### src/rtl/mc_pkg.sv
// rtl/mc_pkg.sv - shared opcodes, state encoding and datapath select encodings for the main control FSM
package mc_pkg;

  localparam logic [5:0] OP_RTYPE = 6'b000000;
  localparam logic [5:0] OP_LW    = 6'b100011;
  localparam logic [5:0] OP_SW    = 6'b101011;
  localparam logic [5:0] OP_BEQ   = 6'b000100;
  localparam logic [5:0] OP_J     = 6'b000010;
  localparam logic [5:0] OP_ADDI  = 6'b001000;

  typedef enum logic [3:0] {
    S_IDLE, S_FETCH, S_DECODE, S_MEM_ADDR, S_MEM_RD, S_MEM_WB, S_MEM_WR,
    S_R_EX, S_R_WB, S_BEQ, S_JMP, S_ADDI_EX, S_ADDI_WB
  } state_t;

  localparam logic [1:0] ALU_ADD   = 2'b00;
  localparam logic [1:0] ALU_SUB   = 2'b01;
  localparam logic [1:0] ALU_FUNCT = 2'b10;

  localparam logic [1:0] SRCB_REG    = 2'b00;
  localparam logic [1:0] SRCB_FOUR   = 2'b01;
  localparam logic [1:0] SRCB_IMM    = 2'b10;
  localparam logic [1:0] SRCB_IMM_SH = 2'b11;

  localparam logic [1:0] PCSRC_ALU    = 2'b00;
  localparam logic [1:0] PCSRC_ALUOUT = 2'b01;
  localparam logic [1:0] PCSRC_JUMP   = 2'b10;

  // States that wait on the shared memory port and are covered by the watchdog.
  function automatic logic is_mem_state(input state_t s);
    return (s == S_FETCH) || (s == S_MEM_RD) || (s == S_MEM_WR);
  endfunction

endpackage

### src/rtl/mc_main_control.sv
// rtl/mc_main_control.sv - multi-cycle main control FSM with memory watchdog and retire counter
module mc_main_control #(
  parameter int TIMEOUT = 255,
  parameter int CNT_W   = 32
) (
  input  logic             clk,
  input  logic             rst_n,
  input  logic [5:0]       opcode,
  input  logic             zero,
  input  logic             mem_ready,
  output logic             pc_write,
  output logic             pc_write_cond,
  output logic             i_or_d,
  output logic             mem_read,
  output logic             mem_write,
  output logic             ir_write,
  output logic             mem_to_reg,
  output logic             reg_dst,
  output logic             reg_write,
  output logic             alu_src_a,
  output logic [1:0]       alu_src_b,
  output logic [1:0]       alu_op,
  output logic [1:0]       pc_source,
  output logic             illegal_op,
  output logic             mem_timeout,
  output logic [CNT_W-1:0] instr_count
);
  import mc_pkg::*;

  localparam int WD_W = (TIMEOUT < 2) ? 1 : $clog2(TIMEOUT);

  state_t          state, state_n;
  logic [WD_W-1:0] wdog;
  logic            wait_cyc, wd_expire, retire, bad_op;

  // The branch decision is made in the datapath from pc_write_cond and zero.
  logic unused_zero;
  assign unused_zero = zero;

  always_comb begin
    wait_cyc  = is_mem_state(state) && !mem_ready;
    wd_expire = (TIMEOUT != 0) && wait_cyc && (wdog == WD_W'(TIMEOUT - 1));
    state_n   = state;
    retire    = 1'b0;
    bad_op    = 1'b0;
    case (state)
      S_IDLE:     state_n = S_FETCH;
      S_FETCH:    if (mem_ready) state_n = S_DECODE;
      S_DECODE: begin
        case (opcode)
          OP_RTYPE:     state_n = S_R_EX;
          OP_LW, OP_SW: state_n = S_MEM_ADDR;
          OP_BEQ:       state_n = S_BEQ;
          OP_J:         state_n = S_JMP;
          OP_ADDI:      state_n = S_ADDI_EX;
          default: begin
            bad_op  = 1'b1;
            state_n = S_FETCH;
          end
        endcase
      end
      S_MEM_ADDR: state_n = (opcode == OP_LW) ? S_MEM_RD : S_MEM_WR;
      S_MEM_RD:   if (mem_ready) state_n = S_MEM_WB;
      S_MEM_WB: begin
        state_n = S_FETCH;
        retire  = 1'b1;
      end
      S_MEM_WR: begin
        if (mem_ready) begin
          state_n = S_FETCH;
          retire  = 1'b1;
        end
      end
      S_R_EX:     state_n = S_R_WB;
      S_ADDI_EX:  state_n = S_ADDI_WB;
      S_R_WB, S_BEQ, S_JMP, S_ADDI_WB: begin
        state_n = S_FETCH;
        retire  = 1'b1;
      end
      default:    state_n = S_IDLE;
    endcase
    // An expired access is dropped: no retire, restart from a fresh fetch.
    if (wd_expire) begin
      state_n = S_FETCH;
      retire  = 1'b0;
    end
  end

  always_ff @(posedge clk or negedge rst_n) begin
    if (!rst_n) begin
      state       <= S_IDLE;
      wdog        <= '0;
      instr_count <= '0;
      illegal_op  <= 1'b0;
      mem_timeout <= 1'b0;
    end else begin
      state <= state_n;
      if (wd_expire || (state_n != state)) wdog <= '0;
      else if (wait_cyc)                   wdog <= wdog + WD_W'(1);
      if (retire)    instr_count <= instr_count + CNT_W'(1);
      if (bad_op)    illegal_op  <= 1'b1;
      if (wd_expire) mem_timeout <= 1'b1;
    end
  end

  always_comb begin
    pc_write      = 1'b0;
    pc_write_cond = 1'b0;
    i_or_d        = 1'b0;
    mem_read      = 1'b0;
    mem_write     = 1'b0;
    ir_write      = 1'b0;
    mem_to_reg    = 1'b0;
    reg_dst       = 1'b0;
    reg_write     = 1'b0;
    alu_src_a     = 1'b0;
    alu_src_b     = SRCB_REG;
    alu_op        = ALU_ADD;
    pc_source     = PCSRC_ALU;
    case (state)
      S_FETCH: begin
        mem_read  = 1'b1;
        alu_src_b = SRCB_FOUR;
        ir_write  = mem_ready;
        pc_write  = mem_ready;
      end
      S_DECODE:   alu_src_b = SRCB_IMM_SH;
      S_MEM_ADDR, S_ADDI_EX: begin
        alu_src_a = 1'b1;
        alu_src_b = SRCB_IMM;
      end
      S_MEM_RD: begin
        mem_read = 1'b1;
        i_or_d   = 1'b1;
      end
      S_MEM_WB: begin
        reg_write  = 1'b1;
        mem_to_reg = 1'b1;
      end
      S_MEM_WR: begin
        mem_write = 1'b1;
        i_or_d    = 1'b1;
      end
      S_R_EX: begin
        alu_src_a = 1'b1;
        alu_op    = ALU_FUNCT;
      end
      S_R_WB: begin
        reg_write = 1'b1;
        reg_dst   = 1'b1;
      end
      S_BEQ: begin
        alu_src_a     = 1'b1;
        alu_op        = ALU_SUB;
        pc_write_cond = 1'b1;
        pc_source     = PCSRC_ALUOUT;
      end
      S_JMP: begin
        pc_write  = 1'b1;
        pc_source = PCSRC_JUMP;
      end
      S_ADDI_WB:  reg_write = 1'b1;
      default: ;
    endcase
  end

endmodule
### config.mk
export PLATFORM = sky130hd
export DESIGN_NAME = mc_main_control
export DESIGN_NICKNAME = d
export VERILOG_FILES = /design/src/rtl/mc_pkg.sv /design/src/rtl/mc_main_control.sv
export SDC_FILE = /design/constraint.sdc
export NUM_CORES = 1
export LEC_CHECK = 0
export BUFFER_PORTS_ARGS = -buffer_cell sky130_fd_sc_hd__buf_2
export CAP_MARGIN = 15
export CORE_ASPECT_RATIO = 1.25
export CORE_MARGIN = 2
export CORE_UTILIZATION = 35
export CTS_CLUSTER_DIAMETER = 100
export DETAILED_ROUTE_END_ITERATION = 7
export SYNTH_ARGS = -nofsm -noshare
export SYNTH_HDL_FRONTEND = slang
export SYNTH_SLANG_ARGS = --single-unit
### constraint.sdc
create_clock -name clk -period 4.82 [get_ports clk]
set_clock_uncertainty 0.1 [all_clocks]
set_input_delay 0 -clock clk [delete_from_list [all_inputs] [get_ports clk]]
set_output_delay 0 -clock clk [all_outputs]
set_load 0.02 [all_outputs]
==> results.cfg <==
[yosys]
syn_nets = 279
postSynthCellCount = 266
ys_ff_latch = 46
yosysSeqAreaShare_pct = 44.1
synth_edf_count = 0
synth_ff_type = dfrtp_1
ys_types = 54
yosysTopAreaCell = dfrtp_1
syn_avg_cell_area_sq_um = 9.80
async_reset_ff_share_pct = 100
synth_top_area_share_pct = 44.1
synth_area_leaders = dfrtp_1 44%, xnor2_1 8.4%, xor2_1 5.0%
synth_area_sq_um = 2610
yosysWarningCount = 0

[finish]
area_delta_synth_final_pct = 18.0
drive_above_1_share_pct = 25.4
fin_area_sq_um = 3080
nFillCells = 730
final_nets = 331
antennaDiodeCount = 0

[global_route]
grt_pass1_vias = 2027
grt-ovfl-total = 0
grt_use_total_pct = 14.0
grt_max_degree = 47
antenna_found_initial = 0
grt_pass1_wl_um = 9290

[run]
maxCapViolCount = 0

[setup_path]
path_delay_family = compound AO/OA/AOI/OAI gates
cp-startpoint = state[0]
crit_buf_inv = 0
reg2reg_from = state[0]
ff2ff_path_depth = 6
cp-end-kind = register
critPathSlowestCell = dfrtp_1
crit_chain = or3b_4 > a211oi_4 > a22oi_2 > mux2_4 > o2111ai_4 > a211oi_2
critical_path.max_stage_delay_ps = 730
critical_path_depth = 6
crit_path_max_fanout = 22
required_ps = 4930
worstSetupStartpointType = register
arrival_ps = 2810
critPathKind = register to register

[cts]
cts_made_buffers = 5
clock-sinks = 46
ctsRootBufferMaster = clkbuf_8
cts_tree = yes
cts_htree_levels = 2
cts.path.max_buffers = 2
cts.clk_slew.worst_paths_ps = 90
clock_latency_ps = 290
cts_resized = 0

[placed_design]
dpl.hpwl_um = 3900
place_ws_ps = 2110
portBuffers = 58
place.gp.congestion = 0.770
dpl-instance-area_sq_um = 2940

[floorplanning]
fp-row-count = 35
die_y_um = 101
core_area_sq_um = 7310
die_x_um = 81.2
num_io_pins = 60
dieArea_sq_um = 8160
start_util_pct = 35.7

[hold_path]
hold_start = opcode[4]
hold_depth = 3
holdCritPathClass = input pin to register

[route]
drc = 0
wl_per_cell_um = 13.2
dr.pass1.iters = 4
ant_nets = 0
vias = 2086
viasPerCell = 5.08
drtIter0Drc = 33
drt_wl_total_um = 5440

[timing]
setup_slack_ps = 2120
fin_setup_tns_ps = 0
finalCritPeriodShare_pct = 56.0
tightest_slew_ps = 606
fmax_ghz = 0.371
rsz0062_at_grt = false
drv_slew = 0
fin_crit_ps = 2700
slew_headroom_pct = 59.6
finalSetupViolCount = 0
hold_viol = 0

[outcome]
outcome = completed

[power]
pwr_density_cell_nw_per_um2 = 420
finalPower_mw = 1.29
p_leak_nw = 1.48
ir_drop_mv = 0.223
==> cell families after synthesis <==
kind of cell / count (synthesis) / share of synthesized area, %
AOI/OAI and AO/OA: 35 / 11.1
xor gates and xnor gates: 40 / 13.4
adders and majority gates: 3 / 1.44
buffers and inverters: 21 / 3.74
DFF: 46 / 44.1
muxes: 2 / 1.01
and+or+nand+nor: 119 / 25.1
==> final timing paths <==
check	end	slack, ps
worst max register to register	wdog[1]	2120
max in group asynchronous	instr_count[9]	4020
worst min-delay path	state[1]	20
worst max-delay path	wdog[1]	2120
min in group asynchronous	instr_count[23]	90
worst min register to register	mem_timeout	370
==> tightest hold or removal path: stages <==
cell     delay, ps
buf_2          120
or4b_1         130
a31oi_2        120
==> timing repair <==
item	4_1_cts	5_1_grt
hold buffers	1	0
buffers inserted	0	0
endpoints found under the hold margin	46	0
==> per-layer routing <==
metal	track usage, %	vias up	share of wire [%]
met4	3.91	0	1.1
met2	24.5	47	50
met5	0	-	0
li1	-	1028	-
met1	17.5	1005	45
met3	2.33	6	3.9
==> Yosys cell counts, drive strengths merged, types with 3 or more instances <==
cell    number
dfrtp       46
nor2        28
xnor2       25
nand2       17
nand3       15
xor2        15
nand4       10
buf          9
nor3         8
and3         7
a21oi        6
and4         6
clkbuf       6
inv          6
nand2b       6
o21ai        6
a211oi       5
nor2b        5
or3b         4
and2         3
ha           3
or4b         3
==> final cells by class <==
| cell class | instances | area (sq um) | share of cell area (%) |
|---|---|---|---|
| clock inverter | 2 | 37.5 | 1.22 |
| sequential | 46 | 1150 | 37.4 |
| timing repair buffer | 60 | 320 | 10.4 |
| inverter | 6 | 22.5 | 0.732 |
| clock buffer | 6 | 72.6 | 2.36 |
| multi-input combinational | 199 | 1360 | 44.1 |
| tap | 92 | 115 | 3.74 |
==> placed cells by master, fill, tap and decap left out, types with 6 or more instances in the layout <==
cell / count
nand3_1: 15
dfrtp_1: 46
xor2_1: 15
xnor2_1: 25
nand4_1: 10
a21oi_1: 6
nor2_1: 28
o21ai_0: 6
nand2_1: 17
inv_1: 6
and3_1: 7
and4_1: 6
buf_2: 58
nor3_1: 8
==> registers in the layout (all words and copies together) (netlist names) <==
name         count
illegal_op       1
mem_timeout      1
state            4
instr_count     32
wdog             8
==> power by group <==
group	internal, mW	leakage [nW]	switching [mW]	total (mW)
Clock	0.155	0.0514	0.131	0.285
Combinational	0.209	0.815	0.280	0.488
Sequential	0.422	0.614	0.0962	0.518
==> metrics by stage <==
stage                     cells  util [%]  hold slack (ps)
after global routing        411      42.1             16.8
final                       411      42.1             16.7
after CTS                   410      41.8             3.27
after floorplan             266         -             -396
after global placement      401      40.2              143
after detailed placement    401      40.2              162
Power figures use the tool's default switching activity.
